[src/rtl/unidade_controle_pkg.sv]
// Shared state codes, default timing constants and output decode for the memory-game control unit.
// The datapath debug decoder imports the same state codes.
package unidade_controle_pkg;

  localparam logic [3:0] EST_INICIAL        = 4'h0;
  localparam logic [3:0] EST_PREPARACAO     = 4'h1;
  localparam logic [3:0] EST_MOSTRA_INICIAL = 4'h2;
  localparam logic [3:0] EST_INICIO_RODADA  = 4'h3;
  localparam logic [3:0] EST_ESPERA_JOGADA  = 4'h4;
  localparam logic [3:0] EST_REGISTRA       = 4'h5;
  localparam logic [3:0] EST_COMPARA        = 4'h6;
  localparam logic [3:0] EST_PROXIMA_JOGADA = 4'h7;
  localparam logic [3:0] EST_NOVA_JOGADA    = 4'h8;
  localparam logic [3:0] EST_ESPERA_NOVA    = 4'h9;
  localparam logic [3:0] EST_REGISTRA_NOVA  = 4'hA;
  localparam logic [3:0] EST_GRAVA_NOVA     = 4'hB;
  localparam logic [3:0] EST_FIM_GANHOU     = 4'hC;
  localparam logic [3:0] EST_FIM_TIMEOUT    = 4'hD;
  localparam logic [3:0] EST_FIM_ERROU      = 4'hE;

  localparam int MOSTRA_CICLOS_PADRAO  = 2000;
  localparam int TIMEOUT_CICLOS_PADRAO = 5000;

  typedef enum logic [3:0] {
    INICIAL        = EST_INICIAL,
    PREPARACAO     = EST_PREPARACAO,
    MOSTRA_INICIAL = EST_MOSTRA_INICIAL,
    INICIO_RODADA  = EST_INICIO_RODADA,
    ESPERA_JOGADA  = EST_ESPERA_JOGADA,
    REGISTRA       = EST_REGISTRA,
    COMPARA        = EST_COMPARA,
    PROXIMA_JOGADA = EST_PROXIMA_JOGADA,
    NOVA_JOGADA    = EST_NOVA_JOGADA,
    ESPERA_NOVA    = EST_ESPERA_NOVA,
    REGISTRA_NOVA  = EST_REGISTRA_NOVA,
    GRAVA_NOVA     = EST_GRAVA_NOVA,
    FIM_GANHOU     = EST_FIM_GANHOU,
    FIM_TIMEOUT    = EST_FIM_TIMEOUT,
    FIM_ERROU      = EST_FIM_ERROU
  } estado_t;

  typedef struct packed {
    logic zeraE;
    logic contaE;
    logic zeraR;
    logic contaR;
    logic registraR;
    logic grava;
    logic acende_leds;
    logic pronto;
    logic ganhou;
    logic perdeu;
    logic db_timeout;
  } saidas_t;

  function automatic saidas_t decodifica_saidas(input estado_t e);
    saidas_t s;
    s = '0;
    case (e)
      PREPARACAO: begin
        s.zeraE = 1'b1;
        s.zeraR = 1'b1;
      end
      MOSTRA_INICIAL: s.acende_leds = 1'b1;
      INICIO_RODADA:  s.zeraE       = 1'b1;
      REGISTRA:       s.registraR   = 1'b1;
      PROXIMA_JOGADA: s.contaE      = 1'b1;
      NOVA_JOGADA:    s.contaE      = 1'b1;
      REGISTRA_NOVA:  s.registraR   = 1'b1;
      GRAVA_NOVA: begin
        s.grava  = 1'b1;
        s.contaR = 1'b1;
      end
      FIM_GANHOU: begin
        s.pronto = 1'b1;
        s.ganhou = 1'b1;
      end
`ifdef TIMEOUT_EN
      FIM_TIMEOUT: begin
        s.pronto     = 1'b1;
        s.perdeu     = 1'b1;
        s.db_timeout = 1'b1;
      end
`endif
      FIM_ERROU: begin
        s.pronto = 1'b1;
        s.perdeu = 1'b1;
      end
      default: s = '0;
    endcase
    return s;
  endfunction

endpackage

[src/rtl/unidade_controle_desafio_contador_m.sv]
// Saturating modulo-M counter used for the LED-display and play-timeout timers.
module contador_m #(
  parameter int M = 16
) (
  input  logic i_clock,
  input  logic i_reset,
  input  logic i_zera,
  input  logic i_conta,
  output logic o_fim
);

  localparam int N = (M > 1) ? $clog2(M) : 1;
  localparam logic [N-1:0] TERMINAL = N'(M - 1);

  logic [N-1:0] r_q;

  // Holds at the terminal count instead of wrapping so the timer flag stays up
  always_ff @(posedge i_clock) begin
    if (i_reset) begin
      r_q <= '0;
    end else if (i_zera) begin
      r_q <= '0;
    end else if (i_conta && (r_q != TERMINAL)) begin
      r_q <= r_q + N'(1);
    end else begin
      r_q <= r_q;
    end
  end

  assign o_fim = (r_q == TERMINAL);

endmodule

[src/rtl/unidade_controle_desafio.sv]
// Moore control unit for jogo_desafio_memoria; outputs are registered from the next state.
// Build macro TIMEOUT_EN adds the play-timeout timer and the fim_timeout state.
module unidade_controle_desafio
  import unidade_controle_pkg::*;
#(
  parameter int MOSTRA_CICLOS = MOSTRA_CICLOS_PADRAO
`ifdef TIMEOUT_EN
  , parameter int TIMEOUT_CICLOS = TIMEOUT_CICLOS_PADRAO
`endif
) (
  input  logic       clock,
  input  logic       reset,
  input  logic       iniciar,
  input  logic       tem_jogada,
  input  logic       jogada_correta,
  input  logic       enderecoIgualRodada,
  input  logic       fimR,
  output logic       zeraE,
  output logic       contaE,
  output logic       zeraR,
  output logic       contaR,
  output logic       registraR,
  output logic       grava,
  output logic       acende_leds,
  output logic       pronto,
  output logic       ganhou,
  output logic       perdeu,
  output logic       db_timeout,
  output logic [3:0] db_estado
);

  estado_t r_estado;
  estado_t w_prox;
  saidas_t r_saidas;
  logic    w_fim_mostra;
  logic    w_fim_timeout;
  logic    w_zera_timeout;
  logic    w_conta_timeout;

  contador_m #(.M(MOSTRA_CICLOS)) u_timer_mostra (
    .i_clock (clock),
    .i_reset (reset),
    .i_zera  (r_estado == PREPARACAO),
    .i_conta (r_estado == MOSTRA_INICIAL),
    .o_fim   (w_fim_mostra)
  );

  assign w_zera_timeout  = (r_estado == PREPARACAO) || (r_estado == INICIO_RODADA) ||
                           (r_estado == PROXIMA_JOGADA) || (r_estado == NOVA_JOGADA);
  assign w_conta_timeout = (r_estado == ESPERA_JOGADA) || (r_estado == ESPERA_NOVA);

`ifdef TIMEOUT_EN
  contador_m #(.M(TIMEOUT_CICLOS)) u_timer_timeout (
    .i_clock (clock),
    .i_reset (reset),
    .i_zera  (w_zera_timeout),
    .i_conta (w_conta_timeout),
    .o_fim   (w_fim_timeout)
  );
`else
  assign w_fim_timeout = 1'b0 & w_zera_timeout & w_conta_timeout;
`endif

  // Next-state logic; a play always wins over a simultaneous timeout
  always_comb begin
    w_prox = INICIAL;
    case (r_estado)
      INICIAL:        if (iniciar) w_prox = PREPARACAO; else w_prox = INICIAL;
      PREPARACAO:     w_prox = MOSTRA_INICIAL;
      MOSTRA_INICIAL: if (w_fim_mostra) w_prox = INICIO_RODADA; else w_prox = MOSTRA_INICIAL;
      INICIO_RODADA:  w_prox = ESPERA_JOGADA;
      ESPERA_JOGADA: begin
        if (tem_jogada)         w_prox = REGISTRA;
        else if (w_fim_timeout) w_prox = FIM_TIMEOUT;
        else                    w_prox = ESPERA_JOGADA;
      end
      REGISTRA:       w_prox = COMPARA;
      COMPARA: begin
        if (!jogada_correta)           w_prox = FIM_ERROU;
        else if (!enderecoIgualRodada) w_prox = PROXIMA_JOGADA;
        else if (fimR)                 w_prox = FIM_GANHOU;
        else                           w_prox = NOVA_JOGADA;
      end
      PROXIMA_JOGADA: w_prox = ESPERA_JOGADA;
      NOVA_JOGADA:    w_prox = ESPERA_NOVA;
      ESPERA_NOVA: begin
        if (tem_jogada)         w_prox = REGISTRA_NOVA;
        else if (w_fim_timeout) w_prox = FIM_TIMEOUT;
        else                    w_prox = ESPERA_NOVA;
      end
      REGISTRA_NOVA:  w_prox = GRAVA_NOVA;
      GRAVA_NOVA:     w_prox = INICIO_RODADA;
      FIM_GANHOU:     if (iniciar) w_prox = PREPARACAO; else w_prox = FIM_GANHOU;
`ifdef TIMEOUT_EN
      FIM_TIMEOUT:    if (iniciar) w_prox = PREPARACAO; else w_prox = FIM_TIMEOUT;
`endif
      FIM_ERROU:      if (iniciar) w_prox = PREPARACAO; else w_prox = FIM_ERROU;
      default:        w_prox = INICIAL;
    endcase
  end

  // State register with output flops decoded from the state being entered
  always_ff @(posedge clock) begin
    if (reset) begin
      r_estado <= INICIAL;
      r_saidas <= '0;
    end else begin
      r_estado <= w_prox;
      r_saidas <= decodifica_saidas(w_prox);
    end
  end

  assign zeraE       = r_saidas.zeraE;
  assign contaE      = r_saidas.contaE;
  assign zeraR       = r_saidas.zeraR;
  assign contaR      = r_saidas.contaR;
  assign registraR   = r_saidas.registraR;
  assign grava       = r_saidas.grava;
  assign acende_leds = r_saidas.acende_leds;
  assign pronto      = r_saidas.pronto;
  assign ganhou      = r_saidas.ganhou;
  assign perdeu      = r_saidas.perdeu;
  assign db_timeout  = r_saidas.db_timeout;
  assign db_estado   = r_estado;

endmodule

[config.mk]
export PLATFORM = sky130hd
export DESIGN_NAME = unidade_controle_desafio
export DESIGN_NICKNAME = d
export VERILOG_FILES = /design/src/rtl/unidade_controle_pkg.sv /design/src/rtl/unidade_controle_desafio_contador_m.sv /design/src/rtl/unidade_controle_desafio.sv
export SDC_FILE = /design/constraint.sdc
export NUM_CORES = 1
export LEC_CHECK = 0
export CAP_MARGIN = 30
export CORE_ASPECT_RATIO = 1.4
export CORE_MARGIN = 5
export CORE_UTILIZATION = 35
export CTS_BUF_LIST = sky130_fd_sc_hd__clkbuf_8
export DETAILED_ROUTE_END_ITERATION = 8
export SLEW_MARGIN = 10
export SYNTH_ARGS = -nofsm -noshare
export SYNTH_HDL_FRONTEND = slang
export SYNTH_HIERARCHICAL = 1
export SYNTH_SLANG_ARGS = --single-unit
[constraint.sdc]
create_clock -name clock -period 3.7 [get_ports clock]
set_input_delay 0.37 -clock clock [delete_from_list [all_inputs] [get_ports clock]]
set_output_delay 0.37 -clock clock [all_outputs]
set_load 0.05 [all_outputs]
Yosys cells after proc, flatten, opt, wreduce, memory -nomap -nowiden:

Index checks and enable logic that the tools add are counted.

* bits in registers: 25
* input port bits: 7
* output and inout bits: 15
* word-level logic and storage cells: 65

* add/sub/neg operators: 1
* equal/unequal tests: 25
* multiplexer cells: 19
* reduce and logical (&&, ||, !) cells: 8

Operators with widths (number)
* 4-bit case mux with 13 select lines: 1
* 4-bit equality test, second input constant: 11
* 4-bit by 3-bit equality test with 1-bit output, second input constant: 6
* 4-bit by 2-bit equality test with 1-bit output, second input constant: 4
* 4-bit two-way mux: 4
* 1-bit two-way mux: 12
* 2-bit OR reduction: 6
* 11-bit by 1-bit adder with 11-bit output, second input constant: 1
* 11-bit equality test, second input constant: 1
* 11-bit != test, second input constant: 1
* 4-bit by 1-bit equality test with 1-bit output, second input constant: 2
* 4-bit logical NOT: 1
* 3-bit two-way mux: 1
* 2-bit two-way mux: 1
* 1-bit logical AND: 1

Depth between registers and ports, before layout:

* depth in word-level cells: 7
* mapped depth: 8
* gate-level depth less buffers: 8

By module:

Netlist, hierarchy kept.

Modules (own cells, without submodules)
* unidade_controle_desafio: instances 1, cells each 74, area an instance 755.7 um^2, sequential area each 260.2 um^2
* contador_m: instances 1, cells each 71, area an instance 614.3 um^2, sequential area each 220.2 um^2

Least setup slack after synthesis:

Ideal clock, no wire load.

* kind: flip-flop to flip-flop
* start point: register r_estado[0], in the netlist db_estado[0]
* end point: register u_timer_mostra.r_q[1]
* library setup time: 131 ps
* arrival: 2021 ps
* required time: 3569 ps
* slack: 1548 ps
* stages on the path, launching flop included: 7
* path buffers: 1
* period minus slack after synthesis: 2152 ps
* cell sequence: dfxtp_1 > buf_4 > inv_1 > nor4_1 > nor2_1 > a41oi_1 > o211ai_1

* word-level cells in the longest chain between the ends: 2
* elaborated cells between the ends (all ways): 4
* those cells by class: eq/ne (2); reduce/logical (2)

Ends and longest elaborated chain
* from (decl): line unidade_controle_desafio.sv:32 `estado_t r_estado;`
* from (signal assigned): line unidade_controle_desafio.sv:108 `r_estado <= w_prox;`
* 4-bit by 1-bit equality test with 1-bit output / 4-bit by 2-bit equality test with 1-bit output (equally long branches): line unidade_controle_desafio.sv:43, unidade_controle_desafio.sv:44
* 2-bit OR reduction (no line) / 1-bit logical AND (equally long branches)
* to (signal assigned): line unidade_controle_desafio_contador_m.sv:24 `r_q <= r_q + N'(1);`
* to (signal assigned): line unidade_controle_desafio_contador_m.sv:26 `r_q <= r_q;`
* to (decl): line unidade_controle_desafio_contador_m.sv:15 `logic [N-1:0] r_q;`

Parallel ways exist; a longest one is shown, timed or not.
A chain may end at the register's enable or synchronous reset.

Worst setup path after layout:

* start point: register r_estado[1], in the netlist db_estado[1]
* end point: register u_timer_mostra.r_q[8]

Same word-level chain as after synthesis.

==> impl_metrics.tcl <==
set metrics [dict create \
    die_h_um 84.03 \
    cts_hold_buf 0 \
    die_area_sq_mm 0.005283 \
    wl_um 3154 \
    crit_path_end_kind "register" \
    leakage_nw 0.5380 \
    synth_ff_type "dfxtp_1" \
    io_pins 22 \
    fp.dieW_um 62.88 \
    period_minus_slack_ns 2.363 \
    slew_headroom_pct 50.13 \
    rsz0062_at_grt "false" \
    synth_edf_count 0 \
    cts_setup_buffers 0 \
    cp_max_fo 13 \
    critical_path_required_ns 3.90 \
    fmax_mhz 423.2 \
    dp_hpwl_um 2350 \
    place_inst 200 \
    grt_usage_pct 12.37 \
    grt_pass1_wl_um 5430 \
    syn2layout_area_growth_pct 18.54 \
    fin_skew_ns 0.005632 \
    initial_core_util_pct 35.58 \
    netlist.area_leader.share_pct 35.07 \
    hp-start "u_timer_mostra/r_q[10]" \
    ys_seq_area_share_pct 35.07 \
    wl_per_cell_um 15.46 \
    cap_violations 0 \
    ys_types 53 \
    overflow 0 \
    grt_pass1_vias 1149 \
    antenna_found_initial 0 \
    ir_worst_vdd_mv 0.1950 \
    core_sq_mm 0.003851 \
    hp-class "register to register" \
    drv_slew 0 \
    async_reset_ff_share_pct 0 \
    drive_above_1_share_pct 13.04 \
    start_kind "register" \
    synthesis.nets 153 \
    cts_root_buf "clkbuf_8" \
    finalSetupTns_ns 0 \
    row_count 27 \
    cp-startpoint "db_estado[1]" \
    synth_area_leaders "dfxtp_1 35%, a21oi_1 4.4%, nand4b_4 3.5%" \
    clock_latency_ns 0.26 \
    vias_per_cell 5.853 \
    syn_area_per_cell_sq_um 9.449 \
    post_cts_resized 0 \
    yosysTopAreaCell "dfxtp_1" \
    synth_cells 145 \
    status "completed" \
    num_vias 1194 \
    diodes 0 \
    final_cells 204 \
    final_cell_mix "24 x dfxtp_1, 20 x clkdlybuf4s50_1, 12 x a21oi_1" \
    cts_htree_levels 1 \
    drc_errors 0 \
    clk_pin_slew_worst_paths_ns 0.09 \
    syn_area_sq_mm 0.001370 \
    criticalPathCategory "register to register" \
    grt_max_degree 18 \
    ant_nets 0 \
    yosys_warnings 6 \
    numCtsBuffers 3 \
    io_buffers 20 \
    powerDensity_mw_per_mm2 342.3 \
    cts_tree "yes" \
    setup_viol 0 \
    r2r_start "db_estado[1]" \
    cts.sinks 24 \
    worst_pin_slew_ns 0.7412 \
    period_share_pct 63.87 \
    clock_path_buffers 2 \
    worst_ep_arrival_time_ns 2.56 \
    layout.nets 170 \
    first_pass_iters 4 \
    final_common_cell "dfxtp_1" \
    synth-seq-cells 24 \
    first_iter_violations 28 \
    gp_congestion 0.8338 \
    hold_viol 0 \
]
-- metal layers --
layer | vias to the layer above | global-route usage (%) | part of all wire [%]
li1 | 590 | - | -
met1 | 572 | 14.18 | 44
met2 | 26 | 21.76 | 51
met3 | 6 | 2.426 | 2.9
met4 | 0 | 5.212 | 1.7
met5 | - | 0 | 0
-- path summary, 6_finish.rpt --
check / end / depth (start not counted) / slack, ns
setup / recovery: u_timer_mostra/r_q[8] / 5 / 1.34
hold / removal: u_timer_mostra/r_q[10] / 2 / 0.52
setup reg to reg: u_timer_mostra/r_q[8] / 5 / 1.34
hold reg to reg: u_timer_mostra/r_q[10] / 2 / 0.52
-- where the power goes --
| part | internal (mW) | switching [mW] |
|---|---|---|
| clock network | 0.0949 | 0.0857 |
| registers | 0.265 | 0.0135 |
| logic | 0.0384 | 0.0580 |
-- cell usage after synthesis (4+ instances only) --
library cell,number
a21oi_1,12
buf_4,4
dfxtp_1,24
inv_1,4
nand2_1,4
nand3_1,6
nand4_1,5
nor2_1,5
nor2b_1,6
o21ai_0,6
or3_1,4
-- area by class of cell --
cell class | instances | area [sq um]
repair buffers | 20 | 200.2
fillers | 383 | 2227
multi-input cells | 109 | 819.5
flip-flops and latches | 24 | 480.5
well taps | 43 | 53.80
inverters | 4 | 15.01
clock buffers | 4 | 55.05
-- registers in the layout, indices dropped and copies added (netlist names) --
register and cells:
contaE 1, ganhou 1, registraR 1, db_estado 4, grava 1, perdeu 1, acende_leds 1, u_timer_mostra/r_q 11
zeraR 1, pronto 1, zeraE 1
-- logic make-up (layout without fill, tap and decap cells) --
logic type	Yosys count	after routing	share of synthesized area, %
compound gates	44	44	22.92
fa+ha+maj	1	1	0.9131
buf+inv	12	28	5.114
flops	24	24	35.07
other cells	1	1	0.2737
simple gates	63	63	35.71
-- stage by stage --
stage	power [mW]	utilization (%)	instance area [sq um]	hold slack, ns	setup slack (ns)
2_1_floorplan	0.3530	-	1370	0.4391	1.548
3_3_place_gp	0.3783	40.74	1569	0.4935	1.439
3_5_place_dp	0.3803	40.74	1569	0.5012	1.369
4_1_cts	0.5584	42.17	1624	0.5174	1.356
5_1_grt	0.5846	42.17	1624	0.5486	1.135
6_report	0.5560	42.17	1624	0.5166	1.337
-- critical path, stage by stage (launching register included) --
cell and delay (ns):
dfxtp_1 0.61, nor3b_4 0.30, nor2b_1 0.54, nand3_1 0.27
or4_1 0.44, a21oi_1 0.15
No activity file was read; power rests on OpenSTA's default activity.
